`src/rtl/bus_arbiter_if.sv`:
```
// CPU, DMA and shared-bus signal bundle for the bus arbiter.
// The arbiter takes the slave view; the requesters and memory take the master view.
interface bus_arbiter_if;
    logic        cpu_req;
    logic        cpu_wr;
    logic [31:0] cpu_addr;
    logic [31:0] cpu_wdata;
    logic        cpu_stall;
    logic [31:0] cpu_rdata;

    logic        dma_req;
    logic        dma_wr;
    logic        dma_last;
    logic [31:0] dma_addr;
    logic [31:0] dma_wdata;
    logic        dma_gnt;
    logic        dma_rvalid;
    logic [31:0] dma_rdata;

    logic        bus_rd;
    logic        bus_wr;
    logic [31:0] bus_addr;
    logic [31:0] bus_wdata;
    logic [31:0] bus_rdata;

    modport slave (
        input  cpu_req, cpu_wr, cpu_addr, cpu_wdata,
        output cpu_stall, cpu_rdata,
        input  dma_req, dma_wr, dma_last, dma_addr, dma_wdata,
        output dma_gnt, dma_rvalid, dma_rdata,
        output bus_rd, bus_wr, bus_addr, bus_wdata,
        input  bus_rdata
    );

    modport master (
        output cpu_req, cpu_wr, cpu_addr, cpu_wdata,
        input  cpu_stall, cpu_rdata,
        output dma_req, dma_wr, dma_last, dma_addr, dma_wdata,
        input  dma_gnt, dma_rvalid, dma_rdata,
        input  bus_rd, bus_wr, bus_addr, bus_wdata,
        output bus_rdata
    );
endinterface

```
`src/rtl/bus_arbiter.sv`:
```
// Two-port shared data bus arbiter: the CPU normally owns the bus, while the DMA
// port gets bursts when the CPU is idle or has starved it for STARVE_LIMIT cycles.
module bus_arbiter #(
    parameter int STARVE_LIMIT = 4,
    parameter int MAX_BURST    = 8
) (
    input logic         clk,
    input logic         reset,
    bus_arbiter_if.slave bus
);

    localparam int SW = (STARVE_LIMIT > 0) ? $clog2(STARVE_LIMIT + 1) : 1;
    localparam int BW = (MAX_BURST > 1) ? $clog2(MAX_BURST + 1) : 1;
    localparam logic [SW-1:0] STARVE_MAX = SW'(STARVE_LIMIT);
    localparam logic [SW-1:0] STARVE_ONE = SW'(1);
    localparam logic [BW-1:0] BEAT_MAX   = BW'(MAX_BURST);
    localparam logic [BW-1:0] BEAT_ONE   = BW'(1);

    typedef enum logic {
        CPU_OWN,
        DMA_BURST
    } state_t;

    state_t        state, state_nxt;
    logic [SW-1:0] starve_cnt, starve_nxt;
    logic [BW-1:0] beat_cnt, beat_nxt;
    logic          cpu_turn, cpu_turn_nxt;
    logic          cpu_gnt, dma_gnt_raw;
    logic          cpu_sel, dma_sel;
    logic [BW-1:0] beat_inc;

    assign beat_inc = beat_cnt + BEAT_ONE;

    // cpu_turn reserves the cycle after a burst was cut short at MAX_BURST for the CPU
    always_comb begin
        state_nxt    = state;
        starve_nxt   = starve_cnt;
        beat_nxt     = beat_cnt;
        cpu_turn_nxt = 1'b0;
        cpu_gnt      = 1'b0;
        dma_gnt_raw  = 1'b0;
        case (state)
            CPU_OWN: begin
                beat_nxt = '0;
                if (bus.cpu_req && (!bus.dma_req || cpu_turn || starve_cnt != STARVE_MAX)) begin
                    cpu_gnt = 1'b1;
                    if (!bus.dma_req)
                        starve_nxt = '0;
                    else if (starve_cnt != STARVE_MAX)
                        starve_nxt = starve_cnt + STARVE_ONE;
                end else if (bus.dma_req) begin
                    dma_gnt_raw = 1'b1;
                    beat_nxt    = BEAT_ONE;
                    if (bus.cpu_req)
                        starve_nxt = '0;
                    if (!bus.dma_last && BEAT_ONE != BEAT_MAX) begin
                        state_nxt = DMA_BURST;
                    end else if (!bus.dma_last) begin
                        beat_nxt     = '0;
                        starve_nxt   = '0;
                        cpu_turn_nxt = 1'b1;
                    end
                end
            end
            DMA_BURST: begin
                state_nxt = CPU_OWN;
                beat_nxt  = '0;
                if (bus.dma_req) begin
                    dma_gnt_raw = 1'b1;
                    if (beat_cnt != BEAT_MAX && beat_inc == BEAT_MAX) begin
                        starve_nxt   = '0;
                        cpu_turn_nxt = 1'b1;
                    end else if (!bus.dma_last && beat_cnt != BEAT_MAX) begin
                        state_nxt = DMA_BURST;
                        beat_nxt  = beat_inc;
                    end
                end
            end
            default: state_nxt = CPU_OWN;
        endcase
    end

    // Grants are masked by reset so the bus goes quiet the instant reset asserts
    assign cpu_sel = cpu_gnt && reset;
    assign dma_sel = dma_gnt_raw && reset;

    assign bus.dma_gnt   = dma_sel;
    assign bus.cpu_stall = reset && bus.cpu_req && !cpu_gnt;
    assign bus.cpu_rdata = (cpu_sel && !bus.cpu_wr) ? bus.bus_rdata : 32'h0;
    assign bus.bus_rd    = (cpu_sel && !bus.cpu_wr) || (dma_sel && !bus.dma_wr);
    assign bus.bus_wr    = (cpu_sel && bus.cpu_wr) || (dma_sel && bus.dma_wr);
    assign bus.bus_addr  = cpu_sel ? bus.cpu_addr  : (dma_sel ? bus.dma_addr  : 32'h0);
    assign bus.bus_wdata = cpu_sel ? bus.cpu_wdata : (dma_sel ? bus.dma_wdata : 32'h0);

    always_ff @(posedge clk or negedge reset) begin
        if (!reset) begin
            state      <= CPU_OWN;
            starve_cnt <= '0;
            beat_cnt   <= '0;
            cpu_turn   <= 1'b0;
        end else begin
            state      <= state_nxt;
            starve_cnt <= starve_nxt;
            beat_cnt   <= beat_nxt;
            cpu_turn   <= cpu_turn_nxt;
        end
    end

    // DMA read data is captured at the grant edge and returned one cycle later
    always_ff @(posedge clk or negedge reset) begin
        if (!reset) begin
            bus.dma_rvalid <= 1'b0;
            bus.dma_rdata  <= 32'h0;
        end else begin
            bus.dma_rvalid <= dma_sel && !bus.dma_wr;
            if (dma_sel && !bus.dma_wr)
                bus.dma_rdata <= bus.bus_rdata;
        end
    end

endmodule

```
`src/flat_wrapper.sv`:
```
// flat-port wrapper written by rule: the top's interface ports become plain ports
module bus_arbiter_flat 
#(
    parameter int STARVE_LIMIT = 4,
    parameter int MAX_BURST    = 8
)
  (clk, reset, bus_cpu_req, bus_cpu_wr, bus_cpu_addr, bus_cpu_wdata, bus_cpu_stall, bus_cpu_rdata, bus_dma_req, bus_dma_wr, bus_dma_last, bus_dma_addr, bus_dma_wdata, bus_dma_gnt, bus_dma_rvalid, bus_dma_rdata, bus_bus_rd, bus_bus_wr, bus_bus_addr, bus_bus_wdata, bus_bus_rdata);
  bus_arbiter_if bus_i ();
  input logic clk;
  input logic reset;
  input wire logic [$bits(bus_i.cpu_req)-1:0] bus_cpu_req;
  input wire logic [$bits(bus_i.cpu_wr)-1:0] bus_cpu_wr;
  input wire logic [$bits(bus_i.cpu_addr)-1:0] bus_cpu_addr;
  input wire logic [$bits(bus_i.cpu_wdata)-1:0] bus_cpu_wdata;
  output wire logic [$bits(bus_i.cpu_stall)-1:0] bus_cpu_stall;
  output wire logic [$bits(bus_i.cpu_rdata)-1:0] bus_cpu_rdata;
  input wire logic [$bits(bus_i.dma_req)-1:0] bus_dma_req;
  input wire logic [$bits(bus_i.dma_wr)-1:0] bus_dma_wr;
  input wire logic [$bits(bus_i.dma_last)-1:0] bus_dma_last;
  input wire logic [$bits(bus_i.dma_addr)-1:0] bus_dma_addr;
  input wire logic [$bits(bus_i.dma_wdata)-1:0] bus_dma_wdata;
  output wire logic [$bits(bus_i.dma_gnt)-1:0] bus_dma_gnt;
  output wire logic [$bits(bus_i.dma_rvalid)-1:0] bus_dma_rvalid;
  output wire logic [$bits(bus_i.dma_rdata)-1:0] bus_dma_rdata;
  output wire logic [$bits(bus_i.bus_rd)-1:0] bus_bus_rd;
  output wire logic [$bits(bus_i.bus_wr)-1:0] bus_bus_wr;
  output wire logic [$bits(bus_i.bus_addr)-1:0] bus_bus_addr;
  output wire logic [$bits(bus_i.bus_wdata)-1:0] bus_bus_wdata;
  input wire logic [$bits(bus_i.bus_rdata)-1:0] bus_bus_rdata;
  assign bus_i.cpu_req = bus_cpu_req;
  assign bus_i.cpu_wr = bus_cpu_wr;
  assign bus_i.cpu_addr = bus_cpu_addr;
  assign bus_i.cpu_wdata = bus_cpu_wdata;
  assign bus_cpu_stall = bus_i.cpu_stall;
  assign bus_cpu_rdata = bus_i.cpu_rdata;
  assign bus_i.dma_req = bus_dma_req;
  assign bus_i.dma_wr = bus_dma_wr;
  assign bus_i.dma_last = bus_dma_last;
  assign bus_i.dma_addr = bus_dma_addr;
  assign bus_i.dma_wdata = bus_dma_wdata;
  assign bus_dma_gnt = bus_i.dma_gnt;
  assign bus_dma_rvalid = bus_i.dma_rvalid;
  assign bus_dma_rdata = bus_i.dma_rdata;
  assign bus_bus_rd = bus_i.bus_rd;
  assign bus_bus_wr = bus_i.bus_wr;
  assign bus_bus_addr = bus_i.bus_addr;
  assign bus_bus_wdata = bus_i.bus_wdata;
  assign bus_i.bus_rdata = bus_bus_rdata;
  bus_arbiter #(.STARVE_LIMIT(STARVE_LIMIT), .MAX_BURST(MAX_BURST)) u_core (.clk(clk), .reset(reset), .bus(bus_i));
endmodule
```
`config.mk`:
```
export PLATFORM = sky130hd
export DESIGN_NAME = bus_arbiter_flat
export DESIGN_NICKNAME = d
export VERILOG_FILES = /design/src/rtl/bus_arbiter_if.sv /design/src/rtl/bus_arbiter.sv /design/src/flat_wrapper.sv
export SDC_FILE = /design/constraint.sdc
export NUM_CORES = 1
export LEC_CHECK = 0
export ABC_AREA = 1
export CORE_AREA = 2 2 118 120
export DETAILED_ROUTE_END_ITERATION = 10
export DIE_AREA = 0 0 120 122
export PLACE_DENSITY_LB_ADDON = 0.2
export SYNTH_ARGS = -nofsm -noshare
export SYNTH_HDL_FRONTEND = slang
export SYNTH_SLANG_ARGS = --single-unit
```
`constraint.sdc`:
```
create_clock -name clk -period 5.1 [get_ports clk]
set_input_delay 0.765 -clock clk [delete_from_list [all_inputs] [get_ports clk]]
set_output_delay 0.765 -clock clk [all_outputs]
set_load 0.05 [all_outputs]
```
Yosys cells after proc, flatten, opt, wreduce, memory -nomap -nowiden. Cells that the tools add are included.

Flip-flop bits (word level): 42. Input bits: 167. Logic and storage cells: 72. Output and inout bits: 133.

Reductions and logical operators: 21. Bitwise logic cells: 1. $add $sub $neg: 2. Equality and inequality tests: 8. Multiplexer cells: 34.

Operators with widths (number): $mux W32 (5); $mux W3 (7); $mux W4 (4); $mux W1 (13); $logic_and A1 B1 Y1 (11); $pmux W4 S2 (1); $ne A3 B2 Y1 const B (2); $pmux W1 S2 (3); $pmux W3 S2 (1); $logic_not A1 Y1 (5); $reduce_and A5 Y1 (1); $add A4 B1 Y4 const B (1); $eq A4 B4 Y1 const B (1); $logic_or A1 B1 Y1 (4); $ne A2 B2 Y1 const B (2); $ne A4 B3 Y1 const B (1); $ne A4 B4 Y1 const B (1); $add A3 B1 Y3 const B (1); $ne A3 B3 Y1 const B (1); $not A1 Y1 (1).

Depth between registers and ports, before layout. Gate-level depths: netlist (run 1).

Depth after elaboration: 9. Depth in mapped cells: 12. Gate-level depth less buffers: 11.

Worst setup path before layout (run 1). Ideal clock, no wire load.

Kind: in2out. Start: in bus_cpu_req. End: out bus_cpu_rdata[16]. Data arrival time: 2183 ps. Stages on the path: 7. Path buffers: 1. Path slack: 2152 ps. Data required time: 4335 ps. Cell sequence: inv_1 -> nor2_1 -> nand2_2 -> nor2_1 -> nand2_1 -> buf_2 -> nor2_1.

Word-level cells in the longest chain between the ends: 6.

Ends and longest elaborated chain: start: declaration (RTL line flat_wrapper.sv:11) `input wire logic [$bits(bus_i.cpu_req)-1:0] bus_cpu_req;`; $logic_and A1 B1 Y1 (RTL line bus_arbiter.sv:45) `if (bus.cpu_req && (!bus.dma_req || cpu_turn || starve_cnt != STARVE_MAX)) begin`; $mux W1 (RTL line bus_arbiter.sv:45); $mux W1 (RTL line bus_arbiter.sv:42) `case (state)`; $logic_and A1 B1 Y1 (RTL line bus_arbiter.sv:84) `assign cpu_sel = cpu_gnt && reset;`; $logic_and A1 B1 Y1 (RTL line bus_arbiter.sv:89) `assign bus.cpu_rdata = (cpu_sel && !bus.cpu_wr) ? bus.bus_rdata : 32'h0;`; $mux W32 (RTL line bus_arbiter.sv:89); end: declaration (RTL line flat_wrapper.sv:16) `output wire logic [$bits(bus_i.cpu_rdata)-1:0] bus_cpu_rdata;`.

No other way between the ends.

Final worst setup path (run 1).
Start: in bus_dma_req. End: out bus_bus_addr[22].

Word-level cells in the longest chain between the ends: 9. Elaborated cells between the ends (all ways): 13. Classes of those cells: mux: 7; reduce/logical: 6.

Ends and longest elaborated chain: start: declaration (RTL line flat_wrapper.sv:17) `input wire logic [$bits(bus_i.dma_req)-1:0] bus_dma_req;`; $logic_not A1 Y1 (RTL line bus_arbiter.sv:45); $logic_or A1 B1 Y1 (2 in series) (RTL line bus_arbiter.sv:45); $logic_and A1 B1 Y1 (RTL line bus_arbiter.sv:45); $mux W1 (RTL line bus_arbiter.sv:45); $pmux W1 S2 (RTL line bus_arbiter.sv:42); $logic_and A1 B1 Y1 (RTL line bus_arbiter.sv:85) `assign dma_sel = dma_gnt_raw && reset;`; $mux W32 (RTL line bus_arbiter.sv:92) `assign bus.bus_addr = cpu_sel ? bus.cpu_addr : (dma_sel ? bus.dma_addr : 32'h0);`; $mux W32 (*) (RTL line bus_arbiter.sv:92); end: declaration (RTL line flat_wrapper.sv:27) `output wire logic [$bits(bus_i.bus_addr)-1:0] bus_bus_addr;`.

Every way passes the cells marked *; elsewhere a longest branch is shown, timed or not.

==> results.md, run 1 <==
- The flow ran to the end, and the final reports show no timing, DRC or antenna violations.
- The setup skew after layout is 0.00613 ns.
- The most numerous cell in the Yosys netlist is nand2_1.
- The initial standard-cell utilization of the core is 21.7%.
- The area added between synthesis and finish is 112%.
- The root buffer cell chosen for the clock tree is clkbuf_16.
- Yosys attributes the largest share of cell area to nand2_1 40%, dfrtp_1 36%, inv_1 6.0%.
- The area fraction of the dominant cell type after synthesis is 40.0%.
- The count of mapped cells out of synthesis is a little under 500.
- The critical path capture point type is an output port.
- The remaining routing DRC violations is 0.
- Dividing the detail-routed via count by the number of cells gives between 4 and 5.
- The clock tree buffer depth is 2.
- The total of warnings raised by yosys is 0.
- The max-cap violation count is 0.
- After clock tree synthesis, the setup repair step added 0 buffers.
- The leakage power total is between 0.003 and 0.004 uW.
- Derived from the worst setup path, the maximum achievable clock frequency is approximately 230 MHz.
- Traced cell by cell, the critical path runs through clkdlybuf4s50_1 -> inv_2 -> nor2_1 -> nand2_1 -> nand2_2 -> nand3_2 -> inv_2 -> buf_4 -> nand2_1 -> nand2_1 -> clkdlybuf4s50_1.
- The launch point of the critical path is bus_dma_req.
- Wires add up to roughly 14000 microns.
- The core region is around 14000 sq um.
- The H-tree was split into 2 levels.
- Detailed placement finished with a half-perimeter wire length of about 11000 microns.
- The share of the yosys chip area belonging to registers is between 30% and 40%.
- The count of fill cells added during filler insertion is between 1000 and 1500.
- The initial antenna violation count is 1.
- For this run, the slowest stage of the critical path takes approximately 0.8 ns.
- The synthesized cell area is between 2000 and 3000 sq um.
- The total count of max-transition violations in the final report is 0.
- The critical path is of the input port to output port type.
- The endpoint identified for the worst register-to-register timing path is u_core.bus.dma_rdata[22].
- The worst voltage drop across the vdd grid is ~120 uV.
- The average cell area after synthesis is between 5 and 6 sq um.
- Of the cells placed in the final design, the portion with a size suffix greater than 1 is 2.67%.
- The clock period minus worst slack is 4.31 ns.
- The die covers about 15000 sq um.
- The largest net degree at the start of global routing is between 40 and 50.
- After detailed routing, the average wire length per cell comes to 14.2 microns.
- The I/O pin count is 300.
- nand2_1 takes more of the synthesized area than any other cell.
- For this run, the leading register cell type out of synthesis is dfrtp_1.
- The critical path's most frequent cell is nand2_1.
- The worst register-to-register path begins at u_core.starve_cnt[0].
- In this run the horizontal extent of the chip is 120 microns.
- During placement, the flow inserted port buffers numbering approximately 300.
- Among all stages on the critical path, the largest delay is contributed by clkdlybuf4s50_1.
- The critical path launch point type is an input port.
- Buffers inserted to repair hold after CTS numbered 0.
- The number of detailed-routing iterations run before antenna repair is 4.
- The number of placement rows is 43.
- The relative max-transition margin is a little over three fifths.
- The synthesized design contains 0 enable-type register cells.
- The power density of the placed cells is around 250 nW/um^2.
- The total routing usage reported by global routing is between 10% and 20%.
- For flop-to-flop paths, the worst setup slack is between 3 and 4 ns.
- The maximum fanout count along the critical path is 29.
- After clock tree synthesis, the clock-pin slew on the worst setup and hold paths is around 0.060 ns.
- The proportion of synthesized flip-flops having asynchronous set or reset is between 90% and 100%.
- In this run the worst hold path is classified as flop to flop.
- The via count of the first global-routing pass is just under 4000.
- Setup repair after global routing left no endpoint under its margin.
- The count of distinct cell types in the synthesized netlist is 19.
- The depth of the most critical reg-to-reg path is 11.
- The clock tree from TritonCTS is done.
- Counting flops and latches in the post-synthesis netlist gives 42.
- The violation count after the first detailed-routing iteration is approximately 140.
- The remaining global-route overflow is 0.
- The number of gates resized after CTS is 0.
- The summed negative setup slack over all endpoints is 0 ns.
- The number of CTS-inserted buffers is 5.
- OpenSTA, run right after detailed placement, puts the worst setup slack at around 0.79 ns.
- The worst hold-check slack is ~0.47 ns.
- The number of nets in the layout is 958.
- The final worst setup slack is between 0.7 and 0.8 ns.
- At the worst endpoint, the required time is about 4.3 ns.
- The first-pass GRT wire length is slightly above 20000 microns.
- Clock tree synthesis found a total of 42 sinks.
- The die boundary height is between 100 and 150 microns.
- The later pin in the worst-skew pair is clocked with a latency of approximately 0.28 ns.
- The synthesized netlist net count is 668.
- The commonest cells after synthesis are 312 x nand2_1, 47 x inv_1, 42 x dfrtp_1, 42 x nor2_1, 12 x buf_2.
- The count of final hold-check violations came to 0.
- The final worst-path cycle share is around 85%.
- At the worst endpoint, the arrival time is approximately 3.6 ns.
- In this run the remaining antenna-violating nets after routing total 0.
- The worst hold path passes through 2 cells.
- Setup violations remaining at the end of the flow were counted as 0.
- The weighted congestion at the end of routability-driven global placement is between 0.8 and 0.9.
- For hold timing, the worst endpoint is u_core.bus.dma_rdata[25].
- The startpoint of the tightest hold check path is u_core.bus.dma_rdata[25].
- The actual slew at the worst max-slew pin is approximately 0.56 ns.
- The total via count after detailed routing is about 4000.
## worst max-delay path: cells and delay by family
kind          cells  cell delay, ns
buf+inv           5            2.18
simple gates      6            0.59
## layout make-up
class                           instances  area (sq um)  share of cell area (%)
Antenna cell                            1          2.50                  0.0404
Clock buffer                            7           133                    2.14
Clock inverter                          1          30.0                   0.484
Inverter                               50           188                    3.03
Multi-Input combinational cell        381          1530                    24.7
Sequential cell                        42          1050                    16.9
Tap cell                              180           225                    3.63
Timing Repair Buffer                  306          3040                    49.0
## metal layers
metal,track usage (%),part of all wire [%],vias to the layer above
li1,-,-,2028
met1,20.3,39,1761
met2,32.0,51,182
met3,5.57,9.1,10
met4,3.90,1.3,0
met5,0,0,-
## cell families (layout without fill, tap and decap cells)
| family | Yosys count | after routing | synth area share [%] |
|---|---|---|---|
| other | 0 | 1 | 0 |
| AO/OA/AOI/OAI | 3 | 3 | 0.513 |
| XOR/XNOR | 1 | 1 | 0.299 |
| AND/OR/NAND/NOR | 372 | 372 | 49.1 |
| adder cells (fa/ha/maj) | 5 | 5 | 2.14 |
| buffers and inverters | 73 | 364 | 12.1 |
| flip-flops | 42 | 42 | 35.9 |
## cell usage in the layout (no fill, tap or decap), types with 3 or more instances in the layout
| cell type | n |
|---|---|
| buf_4 | 7 |
| clkbuf_16 | 5 |
| clkdlybuf4s50_1 | 298 |
| dfrtp_1 | 42 |
| ha_1 | 5 |
| inv_1 | 47 |
| inv_2 | 3 |
| nand2_1 | 312 |
| nand3_1 | 8 |
| nand4_1 | 4 |
| nor2_1 | 41 |
## how the worst max path moves through the flow
stage | depth (start not counted) | slack, ns | to
global route | 11 | 0.56 | bus_bus_addr[12]
CTS | 11 | 0.78 | bus_bus_addr[12]
global placement | 11 | 0.85 | bus_bus_wdata[6]
finish | 11 | 0.79 | bus_bus_addr[22]
detailed placement | 11 | 0.79 | bus_bus_addr[12]
floorplan | 7 | 2.15 | bus_cpu_rdata[16]
## report_power, final
part | leakage (uW) | switching (uW) | internal [uW]
logic | 0.00242 | 494 | 305
registers | 0.000539 | 31.8 | 387
clock network | 0.0000781 | 125 | 231
total | 0.00304 | 651 | 924
## registers in the layout, indices dropped and copies added, names as in the netlist
register               cells
u_core.state               1
u_core.beat_cnt            4
u_core.cpu_turn            1
u_core.starve_cnt          3
u_core.bus.dma_rvalid      1
u_core.bus.dma_rdata      32
## metrics by stage
step           util, %  total power [uW]  std cells  area [sq um]
6_report          45.9              1570        968          6200
2_1_floorplan        -               867        496          2930
4_1_cts           45.9              1590        967          6200
3_3_place_gp      44.7              1220        959          6040
3_5_place_dp      44.7              1230        959          6040
5_1_grt           45.9              1650        968          6200
Power figures use the tool's default switching activity.
==> run 2: changes to the inputs <==
==> constraint.sdc (replaced) <==
create_clock -name clk -period 4.1 [get_ports clk]
set_input_delay 0.615 -clock clk [delete_from_list [all_inputs] [get_ports clk]]
set_output_delay 0.615 -clock clk [all_outputs]
set_load 0.05 [all_outputs]
==> results.md, run 2 (synthesis gave the netlist of run 1 again) <==
- The maximum fanout count along the critical path is between 60 and 70.
- The die boundary height is 122 microns.
- The summed negative setup slack over all endpoints is 0 ns.
- Measured against its own limit, the worst slew margin works out to between 60% and 70%.
- For the finished layout, the period the worst path requires is 3.29 ns.
- The critical path capture point type is an output port.
- The register with the most flip-flops in the layout has 32 of them.
- The quantity of hold-fixing buffers added after cts is 0.
- The worst setup path is launched from an input port.
- The first-pass GRT wire length is about 21000 microns.
- The remaining routing DRC violations is 0.
- The total count of max-transition violations in the final report is 0.
- The flow ran to the end, and the final reports show no timing, DRC or antenna violations.
- The register bank with the most flops is u_core.bus.dma_rdata.
- The longest clock path from root to sink contains 2 buffers.
- The number of vias per cell is between 4 and 5.
- The post-CTS setup buffer count is 0.
- The count of final hold-check violations came to 0.
- The number of antenna diodes in the final layout is 0.
- On the final layout, the worst hold slack is 0.166 ns.
- The largest registers in the layout are u_core.bus.dma_rdata (32), u_core.beat_cnt (4), u_core.starve_cnt (3).
- At the worst endpoint, the arrival time is approximately 2.7 ns.
- The finished cells cover 7000 sq um.
- The violation count after the first detailed-routing iteration is approximately 230.
- The root buffer cell is clkbuf_16.
- The worst setup path is of the input port to output port kind.
- Across the VDD grid, the largest voltage drop is between 200 and 250 uV.
- The number of nets in the layout is 956.
- For the worst setup path, the data required time is 3.48 ns.
- Wires add up to about 14000 microns.
- The total placed cells including tap cells is ~960.
- The total routing usage reported by global routing is a little under a fifth.
- The remaining global-route overflow is 0.
- Setup repair after global routing left no endpoint under its margin.
- The core footprint is 13500 sq um.
- For the final database, setup skew stands at roughly 0.0046 ns.
- The leakage power total is roughly 0.0035 uW.
- The die outline area is approximately 15000 sq um.
- Relative to the synthesized area, the layout overhead comes to 139%.
- The clock tree from TritonCTS is done.
- From left edge to right edge, the die measures 120 microns.
- Entering global routing, the biggest net connects 67 pins.
- The number of placement rows is 43.
- Setup violations remaining at the end of the flow were counted as 0.
- The weighted congestion at the end of routability-driven global placement is 0.778.
- The CTS sink count is 42.
- The fraction of layout instances using a drive strength above 1 is between 10% and 20%.
- The library cell used most frequently in the layout, excluding fill and tap cells, is nand2_1.
- The initial utilization of the core area, before any placement, comes to approximately 22%.
- CTS built an H-tree with a depth of 2.
- Post-CTS repair changed the size of 0 cells.
- The clock latency on the worst-skew pair is about 0.28 ns.
- The detailed-placement wirelength estimate is between 10000 and 15000 microns.
- The top cell types in the final layout, fill and taps aside, are 312 x nand2_1, 199 x clkdlybuf4s50_1, 86 x buf_12.
- The count of buffers added on input and output ports is ~300.
- The detailed-route wire length per cell is about 15 microns.
- The final cell count without fillers is roughly 970.
- The placed instances occupy a cell area of about 7000 sq um.
- Across the run, the number of max-cap violations was 0.
- In the finished design, the share of the clock period the worst path needs comes to 80.3%.
- Clock-pin slew was measured on the worst setup and hold paths at 0.06 ns.
- The via count of the first global-routing pass is about 3900.
- The I/O pin count is 300.
- In this run, CTS created clock tree buffers numbering 5.
- The power density of the placed cells is just under 300 nW/um^2.
- The remaining number of nets flagged by the antenna check after routing is 0.
- The maximum operating frequency is 304 MHz.
- The initial antenna violation count was 0.
- The final core utilization is between 50% and 60%.
- The worst min-delay path category is input port to async pin.
- The number of detailed-routing iterations run before antenna repair is 4.
- The total via count after detailed routing is slightly below 4000.
- The actual slew at the worst max-slew pin is roughly 0.56 ns.
==> run 2: power by group <==
| group | total, uW | internal [uW] | leakage (uW) | switching, uW |
|---|---|---|---|---|
| registers | 521 | 482 | 0.000539 | 39.8 |
| clock network | 405 | 245 | 0.0000745 | 160 |
| logic | 1110 | 464 | 0.00286 | 643 |
| total | 2030 | 1190 | 0.00347 | 843 |
==> run 2: final timing paths <==
kind,startpoint,endpoint,slack [ns],cells past startpoint
max,bus_dma_req,bus_cpu_rdata[13],0.81,11
min,reset,u_core.beat_cnt[0],0.17,1
max reg2reg,u_core.starve_cnt[0],u_core.bus.dma_rdata[25],2.26,11
min reg2reg,u_core.bus.dma_rdata[14],u_core.bus.dma_rdata[14],0.47,2
max in group asynchronous,reset,u_core.bus.dma_rdata[26],3.19,2
min in group clk,u_core.bus.dma_rdata[14],u_core.bus.dma_rdata[14],0.47,2
==> run 2: routing by layer <==
| metal | track usage, % | routed length [microns] |
|---|---|---|
| met1 | 19.9 | 5190 |
| met2 | 33.4 | 7270 |
| met3 | 6.13 | 1390 |
| met4 | 4.12 | 203 |
| met5 | 0 | 0 |
==> run 2: stage by stage <==
step	setup slack, ns	power (uW)
2_1_floorplan	1.45	1080
4_1_cts	0.796	2060
3_3_place_gp	0.908	1630
5_1_grt	0.660	2130
6_report	0.808	2030
3_5_place_dp	0.810	1640
==> run 2: area by class of cell <==
class,instances,area [sq um]
Fill cell,1306,6500
Timing Repair Buffer,304,3850
Multi-Input combinational cell,381,1530
Sequential cell,42,1050
Tap cell,180,225
Inverter,50,188
Clock buffer,7,143
Clock inverter,1,8.76
==> run 2: critical path, cell delays in order <==
cell and delay, ns:
clkdlybuf4s50_1 0.53, inv_2 0.11, nor2_1 0.04, nand2_1 0.11, nand2_2 0.11, nor2_4 0.13, buf_12 0.27, nand2_1 0.09
buf_4 0.24, nor2_1 0.24, buf_12 0.17
==> run 3: changes to the inputs <==
--- a/config.mk
+++ b/config.mk
@@ -6,9 +6,9 @@
 export NUM_CORES = 1
 export LEC_CHECK = 0
 export ABC_AREA = 1
-export CORE_AREA = 2 2 118 120
+export CORE_AREA = 2 2 117 119
 export DETAILED_ROUTE_END_ITERATION = 10
-export DIE_AREA = 0 0 120 122
+export DIE_AREA = 0 0 119 121
 export PLACE_DENSITY_LB_ADDON = 0.2
 export SYNTH_ARGS = -nofsm -noshare
 export SYNTH_HDL_FRONTEND = slang
==> constraint.sdc (replaced) <==
create_clock -name clk -period 2.96 [get_ports clk]
set_input_delay 0.444 -clock clk [delete_from_list [all_inputs] [get_ports clk]]
set_output_delay 0.444 -clock clk [all_outputs]
set_load 0.05 [all_outputs]
==> results.md, run 3 (synthesis gave the netlist of run 1 again) <==
- In the layout the commonest cells are 312 x nand2_1, 198 x clkdlybuf4s50_1, 103 x buf_12.
- The run finished with clean final reports.
- The leakage power total is roughly 0.0036 uW.
- For this run, the top clock speed supported by timing is 373 MHz.
- For this run, the detailed router's first-pass iteration total came to 5.
- In this run the number of cells on the critical path is 9.
- The root buffer cell is clkbuf_16.
- The max-cap violation count is 0.
- The kind of cell adding the most delay to the critical path is buffers and inverters.
- The setup skew after layout is 0.00705 ns.
- The total placed cells including tap cells is ~960.
- Leaving out fill and tap cells, the most frequent cell in the layout is nand2_1.
- The standard cell area after detailed placement is about 7100 sq um.
- The largest registers in the layout are u_core.bus.dma_rdata (32), u_core.beat_cnt (4), u_core.starve_cnt (3).
- For this run, the post-layout net count is around 960.
- Global routing finished with a remaining overflow of 0.
- No sink is reached through more buffers than the 2 on the longest clock path.
- For the final routed database, the setup TNS stands at 0 ns.
- The total routing usage reported by global routing is between 20 and 25%.
- The category of the critical setup timing path is input port to output port.
- The worst voltage drop across the vdd grid is between 300 and 400 uV.
- Setup repair after global routing left no endpoint under its margin.
- The total count of max-transition violations in the final report is 0.
- The count of cells in the finished layout, fillers not included, comes to a little under 1000.
- The I/O pin count is 300.
- The worst setup path is captured at an output port.
- The critical path ends at bus_bus_addr[16].
- Power spread over the standard cell area amounts to between 300 and 400 nW/um^2.
- In this run the critical register-to-register path is captured at u_core.bus.dma_rdata[20].
- The core footprint is 13100 sq um.
- At the worst endpoint, the required time is about 2.5 ns.
- From synthesis to final layout, the design area changed by 148%.
- The remaining routing DRC violations is 0.
- In this run the tightest slew margin relative to its limit is approximately 63%.
- After detailed routing, the total wire length is about 15000 microns.
- The launch point of the critical path is bus_cpu_req.
- The stage delay of the slowest cell on the critical path is between 0.4 and 0.5 ns.
- In this run the worst path has a maximum fanout of 50.
- In this run the remaining antenna-violating nets after routing total 0.
- The largest net degree at the start of global routing is 51.
- The initial standard-cell utilization of the core is about 22%.
- The first-pass GRT wire length is between 20000 and 25000 microns.
- The worst setup path is launched from an input port.
- The post-route netlist has between 10% and 20% of its cells at a drive strength greater than 1.
- At the pin with the least slew margin, the transition time is ~0.55 ns.
- STA puts the critical path data arrival time at about 2.2 ns.
- The worst min-delay path category is input port to async pin.
- The critical path goes through clkdlybuf4s50_1 -> inv_1 -> nor2_1 -> nand2_2 -> nor2_4 -> buf_12 -> nand2_1 -> nand2_1 -> buf_12.
- The via count of the first global-routing pass came to roughly 4000.
- The level count of the clock H-tree is 2.
- Together, buffers and inverters on the worst path number 4.
- After the first detailed-routing iteration, the DRC count stood at about 220.
- The clock period minus worst slack is ~2.7 ns.
- The library cell contributing the largest single delay on the critical path is clkdlybuf4s50_1.
- The number of CTS-inserted buffers is 5.
- The initial antenna violation count came to 4.
- The floorplan die width is about 120 microns.
- After clock tree synthesis, the clock-pin slew on the worst setup and hold paths is 0.07 ns.
- The area of all placed cells without fillers is around 7300 sq um.
- The number of vias per cell is roughly 4.2.
- The depth of the most critical reg-to-reg path is 11.
- The weighted congestion at the end of routability-driven global placement is between 0.8 and 0.9.
- The total via count after detailed routing is slightly above 4000.
- The floorplan has 42 rows.
- The setup slack on the worst flop-to-flop path is ~1.1 ns.
- More flip-flops sit in one register than any other, and that register is u_core.bus.dma_rdata.
- The count of final hold-check violations was 0.
- Summed over all nets, the half-perimeter wirelength after detailed placement is ~13000 microns.
- Setup violations remaining at the end of the flow were counted as 0.
- In the final routed layout, each cell accounts on average for 15.9 microns.
- The die covers 14400 sq um.
- The flip-flop count of the largest register after layout is 32.
- In this run, post-CTS repair resized a total of 0 instances.
- The clock tree from TritonCTS is done.
- The clock latency on the worst-skew pair is slightly below 0.3 ns.
- The final critical path takes up between 90% and 100% of the cycle.
- The die boundary height is about 120 microns.
- In this run the critical register-to-register path is launched from u_core.starve_cnt[0].
- The clock drives 42 sinks.
- The quantity of hold-fixing buffers added after cts is 0.
- The total of buffers placed on input and output ports is roughly 300.
- The post-CTS setup buffer count is 0.
==> run 3: cell types whose count changed in the layout (fill, tap and decap cells not counted) <==
cell	before	now
buf_12	86	103
clkbuf_1	1	0
inv_6	1	0
diode_2	0	4
clkbuf_8	1	0
clkdlybuf4s50_1	199	198
clkinv_2	0	1
buf_4	18	10
clkinvlp_4	0	1
clkinv_4	0	1
==> run 3: final cells by class <==
class | instances | area, sq um
fill | 1169 | 5810
timing repair buffer | 312 | 4120
multi-input combinational | 381 | 1530
sequential | 42 | 1050
tap | 176 | 220
inverter | 50 | 188
clock buffer | 5 | 125
clock inverter | 3 | 21.3
antenna | 4 | 10.0
==> run 3: per-layer routing <==
layer / part of all wire (%) / wire [microns] / vias to the layer above / track usage [%]
met2: 50 / 7790 / 234 / 35.8
met4: 2.2 / 332 / 0 / 6.25
met5: 0 / 0 / - / 0
met1: 38 / 5930 / 1833 / 23.9
met3: 9.0 / 1390 / 16 / 6.34
li1: - / - / 2044 / -
==> run 3: power by group <==
part           switching [uW]  total (uW)  leakage, uW  internal (uW)
Clock                     235         547    0.0000698            312
Sequential               55.5         722     0.000539            667
Combinational             906        1590      0.00296            685
Total                    1200        2860      0.00357           1660
==> run 3: worst min-delay path by stage <==
stage	startpoint	to	slack (ns)
detailed placement	reset	u_core.starve_cnt[0]	0.35
finish	reset	u_core.starve_cnt[0]	0.04
global route	reset	u_core.starve_cnt[1]	0.04
floorplan	reset	u_core.beat_cnt[0]	0.15
global placement	reset	u_core.starve_cnt[0]	0.34
CTS	reset	u_core.starve_cnt[0]	0.03
==> run 3: worst register-to-register path, delay by kind of cell, from the launching register on <==
family	cells	cell delay, ns
adder cells (fa/ha/maj)	1	0.14
buffers and inverters	3	0.50
flip-flops	1	0.42
AND/OR/NAND/NOR	7	0.72
==> run 3: metrics by stage <==
stage                     hold WS, ns  worst slack, ns  util, %  power (uW)
after global routing           0.0379            0.146     55.5        2990
after floorplan                 0.148            0.576        -        1490
final                          0.0353            0.280     55.6        2860
after CTS                      0.0338            0.282     55.5        2880
after detailed placement        0.345            0.292     54.4        2330
after global placement          0.344            0.327     54.4        2310
